<file path="config.mk">
export PLATFORM = sky130hd
export DESIGN_NAME = rv_id_r
export DESIGN_NICKNAME = d
export VERILOG_FILES = /design/src/rtl/rv_pkg.sv /design/src/rtl/rv_regfile.sv /design/src/rtl/rv_id_r.sv
export SDC_FILE = /design/constraint.sdc
export NUM_CORES = 2
export LEC_CHECK = 0
export BUFFER_PORTS_ARGS = -buffer_cell sky130_fd_sc_hd__clkbuf_2
export CORE_UTILIZATION = 60
export DETAILED_ROUTE_END_ITERATION = 8
export PLACE_DENSITY = 0.79
export SYNTH_ARGS = -nofsm -noshare
export SYNTH_HDL_FRONTEND = slang
export SYNTH_SLANG_ARGS = --single-unit
</file>
<file path="constraint.sdc">
create_clock -name clk -period 5.2 [get_ports clk]
set_input_delay 1.04 -clock clk [delete_from_list [all_inputs] [get_ports clk]]
set_output_delay 1.04 -clock clk [all_outputs]
set_load 0.005 [all_outputs]
</file>
<file path="src/rtl/rv_pkg.sv">
// Shared R-type decode constants, register index type and the legality rule
// used by the decode stage.
package rv_pkg;

  localparam logic [6:0] OPCODE_OP   = 7'b0110011;
  localparam logic [6:0] FUNCT7_BASE = 7'b0000000;
  localparam logic [6:0] FUNCT7_ALT  = 7'b0100000;

  // funct3 encodings shared with rv_alu_r; ADD/SUB and SRL/SRA differ only in funct7.
  localparam logic [2:0] F3_ADD  = 3'b000;
  localparam logic [2:0] F3_SLL  = 3'b001;
  localparam logic [2:0] F3_SLT  = 3'b010;
  localparam logic [2:0] F3_SLTU = 3'b011;
  localparam logic [2:0] F3_XOR  = 3'b100;
  localparam logic [2:0] F3_SRL  = 3'b101;
  localparam logic [2:0] F3_OR   = 3'b110;
  localparam logic [2:0] F3_AND  = 3'b111;

  typedef logic [4:0] reg_idx_t;

  function automatic logic is_legal_r(input logic [31:0] instr);
    logic [6:0] f7;
    logic [2:0] f3;
    f7 = instr[31:25];
    f3 = instr[14:12];
    return (instr[6:0] == OPCODE_OP) &&
           ((f7 == FUNCT7_BASE) ||
            ((f7 == FUNCT7_ALT) && ((f3 == F3_ADD) || (f3 == F3_SRL))));
  endfunction

endpackage

</file>
<file path="src/rtl/rv_regfile.sv">
// Architectural register file: two async read ports with write-through bypass,
// one synchronous write port, x0 hardwired to zero.
module rv_regfile #(
  parameter int unsigned XLEN  = 32,
  parameter int unsigned NREGS = 32,
  localparam int unsigned IW   = $clog2(NREGS)
) (
  input  logic            clk,
  input  logic            rst,
  input  logic [IW-1:0]   rs1_idx_i,
  input  logic [IW-1:0]   rs2_idx_i,
  output logic [XLEN-1:0] rs1_dat_o,
  output logic [XLEN-1:0] rs2_dat_o,
  input  logic            wb_en_i,
  input  logic [IW-1:0]   wb_rd_i,
  input  logic [XLEN-1:0] wb_dat_i
);

  logic [XLEN-1:0] regs_q [NREGS];

  always_ff @(posedge clk) begin
    if (rst) begin
      for (int i = 0; i < NREGS; i++) regs_q[i] <= '0;
    end else if (wb_en_i && (wb_rd_i != '0)) begin
      regs_q[wb_rd_i] <= wb_dat_i;
    end
  end

  // Same-cycle writeback wins over the stored value so the reader sees the new data.
  always_comb begin
    rs1_dat_o = regs_q[rs1_idx_i];
    if (rs1_idx_i == '0) rs1_dat_o = '0;
    else if (wb_en_i && (wb_rd_i == rs1_idx_i)) rs1_dat_o = wb_dat_i;
  end

  always_comb begin
    rs2_dat_o = regs_q[rs2_idx_i];
    if (rs2_idx_i == '0) rs2_dat_o = '0;
    else if (wb_en_i && (wb_rd_i == rs2_idx_i)) rs2_dat_o = wb_dat_i;
  end

endmodule

</file>
<file path="src/rtl/rv_id_r.sv">
// R-type decode/operand-fetch stage feeding rv_alu_r through a one-entry output register.
// Define RV_ID_SCOREBOARD_EN to add a pending-write mask that stalls on RAW hazards.
module rv_id_r #(
  parameter int unsigned XLEN  = 32,
  parameter int unsigned NREGS = 32
) (
  input  logic            clk,
  input  logic            rst,
  input  logic [31:0]     instr_in,
  input  logic            instr_valid_in,
  output logic            instr_ready_out,
  input  logic            wb_en_in,
  input  logic [4:0]      wb_rd_in,
  input  logic [XLEN-1:0] wb_data_in,
  output logic [XLEN-1:0] rs1_out,
  output logic [XLEN-1:0] rs2_out,
  output logic [2:0]      funct3_out,
  output logic            funct7_r_out,
  output logic [4:0]      rd_out,
  output logic            ex_valid_out,
  input  logic            ex_ready_in,
  output logic            illegal_out
);
  import rv_pkg::*;

  reg_idx_t        rs1_idx, rs2_idx, rd_idx;
  logic [2:0]      f3;
  logic            legal, accept, hazard;
  logic [XLEN-1:0] rs1_dat, rs2_dat;

  logic            ex_valid_q, ex_valid_d;
  logic            illegal_q, illegal_d;
  logic [XLEN-1:0] rs1_q, rs1_d, rs2_q, rs2_d;
  logic [2:0]      f3_q, f3_d;
  logic            f7r_q, f7r_d;
  reg_idx_t        rd_q, rd_d;

  assign rd_idx  = instr_in[11:7];
  assign f3      = instr_in[14:12];
  assign rs1_idx = instr_in[19:15];
  assign rs2_idx = instr_in[24:20];
  assign legal   = is_legal_r(instr_in);

  rv_regfile #(.XLEN(XLEN), .NREGS(NREGS)) u_regfile (
    .clk       (clk),
    .rst       (rst),
    .rs1_idx_i (rs1_idx),
    .rs2_idx_i (rs2_idx),
    .rs1_dat_o (rs1_dat),
    .rs2_dat_o (rs2_dat),
    .wb_en_i   (wb_en_in),
    .wb_rd_i   (wb_rd_in),
    .wb_dat_i  (wb_data_in)
  );

`ifdef RV_ID_SCOREBOARD_EN
  logic [31:0] pend_q, pend_d, wb_clr;

  // A writeback landing this cycle resolves the hazard; the bypass supplies the value.
  always_comb begin
    wb_clr = wb_en_in ? (32'd1 << wb_rd_in) : 32'd0;
    hazard = instr_valid_in &&
             ((pend_q[rs1_idx] && !wb_clr[rs1_idx]) ||
              (pend_q[rs2_idx] && !wb_clr[rs2_idx]));
    pend_d = pend_q & ~wb_clr;
    if (accept && legal && (rd_idx != '0)) pend_d[rd_idx] = 1'b1;
  end

  always_ff @(posedge clk) begin
    if (rst) pend_q <= '0;
    else     pend_q <= pend_d;
  end
`else
  assign hazard = 1'b0;
`endif

  assign instr_ready_out = (!ex_valid_q || ex_ready_in) && !hazard;
  assign accept          = instr_valid_in && instr_ready_out;

  always_comb begin
    ex_valid_d = ex_valid_q;
    rs1_d      = rs1_q;
    rs2_d      = rs2_q;
    f3_d       = f3_q;
    f7r_d      = f7r_q;
    rd_d       = rd_q;
    illegal_d  = accept && !legal;
    if (accept && legal) begin
      ex_valid_d = 1'b1;
      rs1_d      = rs1_dat;
      rs2_d      = rs2_dat;
      f3_d       = f3;
      f7r_d      = instr_in[30];
      rd_d       = rd_idx;
    end else if (ex_ready_in) begin
      ex_valid_d = 1'b0;
    end
  end

  always_ff @(posedge clk) begin
    if (rst) begin
      ex_valid_q <= 1'b0;
      illegal_q  <= 1'b0;
      rs1_q      <= '0;
      rs2_q      <= '0;
      f3_q       <= '0;
      f7r_q      <= 1'b0;
      rd_q       <= '0;
    end else begin
      ex_valid_q <= ex_valid_d;
      illegal_q  <= illegal_d;
      rs1_q      <= rs1_d;
      rs2_q      <= rs2_d;
      f3_q       <= f3_d;
      f7r_q      <= f7r_d;
      rd_q       <= rd_d;
    end
  end

  assign ex_valid_out = ex_valid_q;
  assign illegal_out  = illegal_q;
  assign rs1_out      = rs1_q;
  assign rs2_out      = rs2_q;
  assign funct3_out   = f3_q;
  assign funct7_r_out = f7r_q;
  assign rd_out       = rd_q;

endmodule

</file>
Word level (Yosys, flattened, before mapping). Memory sizes are Yosys's and may differ from the RTL's. Cells that the tools add are included.

Equality and inequality tests: 5. Multiplexer cells: 14. Reduce and logical (&&, ||, !) cells: 20.

Operators with widths (count): 32-bit 2-to-1 mux (5); 32-bit OR reduction (1); 7-bit by 6-bit == test with 1-bit output (second input constant) (2); 5-bit == test (2); 5-bit logical NOT (2); 1-bit logical AND (8); 1-bit 2-to-1 mux (8); 7-bit logical NOT (1); 5-bit 2-to-1 mux (1); 5-bit nonzero test (1); 3-bit == test (second input constant) (1); 3-bit logical NOT (1); 1-bit logical OR (3); 1-bit logical NOT (2); 2-bit nonzero test (1).

Flip-flop bits (word level): 75. Memory bits (writable): 1024. Bits of input ports: 74. Output and inout port bits: 76. Word-level logic and storage cells: 47. Memories kept: 1.

Memory list: u_regfile.regs_q (depth 32, width 32, rd ports 2, clocked after Yosys merged registers in 0, write ports 32, line rv_regfile.sv:19) `logic [XLEN-1:0] regs_q [NREGS];`.

Longest topological paths before layout.
Word-level depth: 7. Depth in mapped cells: 11. Mapped depth without buffers: 6.

By module. Synthesis repeated with hierarchy kept, for this count alone.

Cell total of the unflattened synthesis: 4104. Area, all modules: 58048.2 um^2.

By module, submodules not included: rv_regfile (times used 1, cells an instance 3740, area an instance 54722.5 um^2, seq. area each 30749.5 um^2); rv_id_r (times used 1, cells an instance 364, area an instance 3325.7 um^2, seq. area each 1501.4 um^2).

Least setup slack after synthesis. OpenSTA, ideal clock, no wires.

Path kind: input to register. From: in wb_rd_in[2]. To: mem u_regfile.regs_q[28][0], enable pin. Setup time: 466 ps. Arrival: 4364 ps. Data required time: 4734 ps. Path slack: 370 ps. Cell stages on the path: 6. Buffers on the path: 3. Cell sequence: clkbuf_1 > or3_1 > clkbuf_1 > nand4bb_1 > clkbuf_1 > o21ai_0.

RTL lines: start: declaration (line rv_id_r.sv:13) `input logic [4:0] wb_rd_in,`; end: declaration (line rv_regfile.sv:19).

Worst setup path in the final report.
From: in instr_in[16]. To: reg rs1_q[8] (netlist: rs1_out[8]).

Longest elaborated chain between the ends: 4. Elaborated cells on any way between the ends: 6. Classes of those cells: eq/ne: 1; mux: 2; reduce/logical: 2; memory: 1.

RTL lines: start: declaration (line rv_id_r.sv:9) `input logic [31:0] instr_in,`; parallel branches: the longest is 3 deep, another holds memory read 32 x 32 bit; 32-bit 2-to-1 mux (*) (line rv_regfile.sv:32) `if (rs1_idx_i == '0) rs1_dat_o = '0;`; end signal: assignment (line rv_id_r.sv:112) `rs1_q <= rs1_d;`; end: declaration (line rv_id_r.sv:33) `logic [XLEN-1:0] rs1_q, rs1_d, rs2_q, rs2_d;`.

Every way passes the cells marked *. A chain may end at the register's enable or synchronous reset.

==> metrics.log <==
[metrics] result of the run: finished, violations left
[metrics] failing checks: capacitance limit, slew limit
[metrics] antenna violations before repair: 24
[metrics] library cell with the largest summed area after synthesis: sky130_fd_sc_hd__edfxtp_1
[metrics] GR Overflow Total: 0
[metrics] GR Util All Layers: 40.4%
[metrics] routed vias: 39,500
[metrics] fmax: 284 MHz
[metrics] standard-cell rows: 113
[metrics] clock tree sinks: 1,099
[metrics] worst rel slew slack: -2.59%
[metrics] startpoint of the most critical setup path: instr_in[16]
[metrics] Final HPWL DP: 119,000 um
[metrics] number of design rule violations left after detail routing: 0
[metrics] number of setup buffers added after CTS: 0
[metrics] Final Hold Fails: 0
[metrics] Final TNS setup: 0 ns
[metrics] fraction of the mapped netlist area in compound gates: 4.54%
[metrics] share of cell area taken by muxes after synthesis: 22.2%
[metrics] number of I/O pins: 150
[metrics] number of flip-flops and latches in the synthesized netlist: 1,099
[metrics] number of distinct standard cells referenced by the synthesized netlist: 55
[metrics] global-route wire length before repair: 277,000 um
[metrics] wire length reported by the detailed router: 195,000 um
[metrics] y dimension of the die: 312 um
[metrics] floorplan core area: 95,000 um^2
[metrics] drt wl/cell: 36.9 um
[metrics] mapped cell area: 57,500 um^2
[metrics] startpoint types: input pin
[metrics] number of buffers and inverters on the critical path: 3
[metrics] RSZ-0062 raised after global routing: no
[metrics] Hold Buf Count CTS: 0
[metrics] Crit. End Element: flip-flop
[metrics] CP Cell Sequence: buf_4 > buf_4 > buf_4 > a211oi_1 > a2111oi_0 > a221oi_1 > a221oi_1
[metrics] endpoint of the worst hold-timing path: rs1_out[29]$_SDFFE_PP0P_
[metrics] number of global-route vias before repair: 38,800
[metrics] leading cell type by number of instances after synthesis: sky130_fd_sc_hd__and2_1
[metrics] total CTS buffers: 112
[metrics] number of resized instances in the post-cts repair step: 0
[metrics] cell count along the critical path: 7
[metrics] largest fanout on the critical path: 55
[metrics] buffer cell driving the clock tree root: sky130_fd_sc_hd__clkbuf_16
[metrics] Final Skew: 0.0348 ns
[metrics] maximum vdd ir drop: 0.407 mV
[metrics] syn_area_per_cell: 14.8 um^2
[metrics] layout cells sized above 1: 27.0%
[metrics] number of cells traversed by the worst register-to-register path: 6
[metrics] CP peak stage delay: 0.78 ns
[metrics] cell types with the highest counts after synthesis: sky130_fd_sc_hd__and2_1 (1,026), sky130_fd_sc_hd__edfxtp_1 (1,024), sky130_fd_sc_hd__mux4_2 (526)
[metrics] post-route ant nets: 0
[metrics] starting density of the core: 60.5%
[metrics] pin count of the biggest net entering global routing: 106
[metrics] area fraction of the dominant cell type after synthesis: 53.5%
[metrics] reg-to-reg startpoint: ex_valid_out$_SDFFE_PP0P_
[metrics] shortest clock period the worst path allows after layout: 3.53 ns
[metrics] Area Overhead vs Synth: 11.7%
[metrics] routed via count divided by cell count: 7.46
[metrics] Max Slew Vio Count: 33
[metrics] clock-pin slew of the registers on the worst-case setup and hold paths: 0.06 ns
[metrics] worst-case setup slack after placement: 1.21 ns
[metrics] number of cells on the worst hold path: 2
[metrics] Worst Slack Setup Final: 1.67 ns
[metrics] GP Congestion: 0.949
[metrics] number of fillers in the final layout: 6,251
[metrics] TritonCTS clock tree: yes
[metrics] sequential cell area fraction in the yosys report: 56.1%
[metrics] IO buf count: 149
[metrics] Post-Synth Adder-Cell Area: 0%
[metrics] Synth async-reset ratio: 0%
[metrics] ratio of total power to cell area: 328 nW/um^2
[metrics] final period utilization: 67.8%
[metrics] slew at the pin with the worst max-slew slack: 1.54 ns
[metrics] most common cell type on the critical path: sky130_fd_sc_hd__buf_4
[metrics] number of max-cap violations: 1
[metrics] class of the most critical hold timing path: flip-flop to flip-flop
[metrics] yosys synthesis warning count: 0
[metrics] Tot Pwr: 21.1 mW
[metrics] kind of cell adding the most delay to the critical path: buffers and inverters
[metrics] total setup violations reported at the end of the flow: 0
[metrics] Required @ worst endpoint: 5.81 ns
[metrics] critical-path cell with the highest stage delay: sky130_fd_sc_hd__buf_4
[metrics] Die Footprint: 97,100 um^2
[metrics] R2R setup slack: 2.41 ns
[metrics] H-tree depth: 3
[metrics] startpoint of the tightest hold check path: rs1_out[29]$_SDFFE_PP0P_
[metrics] synthesized netlist cell count: 3,893
[metrics] standby leakage power: 22.3 nW
[metrics] critical path type: input pin to flip-flop
[metrics] largest cells by area after synthesis: sky130_fd_sc_hd__edfxtp_1 (53%), sky130_fd_sc_hd__mux4_2 (21%), sky130_fd_sc_hd__and2_1 (11%), sky130_fd_sc_hd__dfxtp_1 (2.6%), sky130_fd_sc_hd__clkbuf_1 (2.1%)
[metrics] nets: 3,986
[metrics] main combinational cell family by area after synthesis: multiplexers
[metrics] basic-gate share of the synthesized area counting and, or, nand and nor cells: 13.9%
[metrics] source-to-sink clock delay at the later pin of the worst-skew pair: 0.72 ns
[metrics] Top FF cell, synth: sky130_fd_sc_hd__edfxtp_1
[metrics] Critical R2R Capture: rs1_out[13]$_SDFFE_PP0P_
[metrics] die width: 312 um
[metrics] number of design-rule violations left by the first detailed-router iteration: 7,288
[metrics] arrival time reported for the critical path endpoint: 4.13 ns
[metrics] xor and xnor area share after synthesis: 0.167%
[metrics] count of flip-flops with a built-in enable after synthesis: 1,024
[metrics] maximum count of clock buffers along a single path: 3
[metrics] Initial DRT Pass Iterations: 6
-- routing by layer --
metal  vias to the layer above  wire [um]  track usage, %
met2                      4148      84700            58.7
met1                     19400      62100            52.1
li1                      15000          -               -
met3                       888      34700            15.6
met5                         -        145               0
met4                        16      13600            23.6
-- registers in the layout (all words and copies together) (netlist names) --
| register | flops |
|---|---|
| rd_out | 5 |
| ex_valid_out | 1 |
| funct7_r_out | 1 |
| u_regfile.regs_q | 1024 |
| illegal_out | 1 |
| funct3_out | 3 |
| rs1_out | 32 |
| rs2_out | 32 |
-- worst min-delay path: stages (launching register included) --
cell                       delay [ns]
sky130_fd_sc_hd__dfxtp_1         0.32
sky130_fd_sc_hd__nand2_1         0.06
sky130_fd_sc_hd__a221oi_1        0.06
-- where the power goes --
group	total, mW	switching (mW)	internal (mW)
Clock	8.34	3.56	4.77
Sequential	10.4	0.264	10.1
Combinational	2.35	1.35	0.996
Total	21.1	5.18	15.9
-- cell families (layout without fill, tap and decap cells) --
logic type | Yosys count | count (layout)
other | 1 | 48
multiplexers | 617 | 617
AO/OA/AOI/OAI | 353 | 353
buffers and inverters | 426 | 513
XOR/XNOR | 11 | 11
AND/OR/NAND/NOR | 1386 | 1386
flip-flops | 1099 | 1099
-- stage by stage --
stage | util [%] | std cells | area, um^2 | hold slack (ns)
after CTS | 67.6 | 5276 | 64200 | 0.491
after floorplan | - | 3924 | 57600 | 0.443
after global placement | 63.6 | 5063 | 60400 | 0.467
final | 67.6 | 5292 | 64200 | 0.499
after global routing | 67.6 | 5280 | 64200 | 0.510
after detailed placement | 63.6 | 5063 | 60400 | 0.474
-- layout by cell type (no fill, tap or decap), drive strengths merged, types with 66 or more instances in the layout --
master | netlist | final
edfxtp | 1024 | 1024
a221oi | 83 | 83
nor2 | 66 | 66
clkbuf | 318 | 284
and2 | 1026 | 1026
mux2i | 91 | 91
dfxtp | 75 | 75
mux4 | 526 | 526
buf | 106 | 158
nand2 | 212 | 212
-- how the worst max path moves through the flow --
stage,slack [ns],to
after detailed placement,1.21,rs1_out[8]$_SDFFE_PP0P_
after floorplan,0.37,u_regfile.regs_q[28][0]$_SDFFCE_PN0P_
after CTS,1.89,rs1_out[8]$_SDFFE_PP0P_
after global placement,1.33,rs2_out[18]$_SDFFE_PP0P_
after global routing,1.70,rs2_out[14]$_SDFFE_PP0P_
final,1.67,rs1_out[8]$_SDFFE_PP0P_
-- area by class of cell --
type | count | area, um^2 | area share [%]
Tap cell | 1265 | 1580 | 2.46
Clock buffer | 144 | 3120 | 4.85
Antenna cell | 16 | 40.0 | 0.0623
Timing Repair Buffer | 298 | 2370 | 3.68
Sequential cell | 1099 | 32300 | 50.2
Inverter | 2 | 12.5 | 0.0195
Multi-Input combinational cell | 2399 | 24200 | 37.7
Clock inverter | 69 | 668 | 1.04
Power figures use the tool's default switching activity.
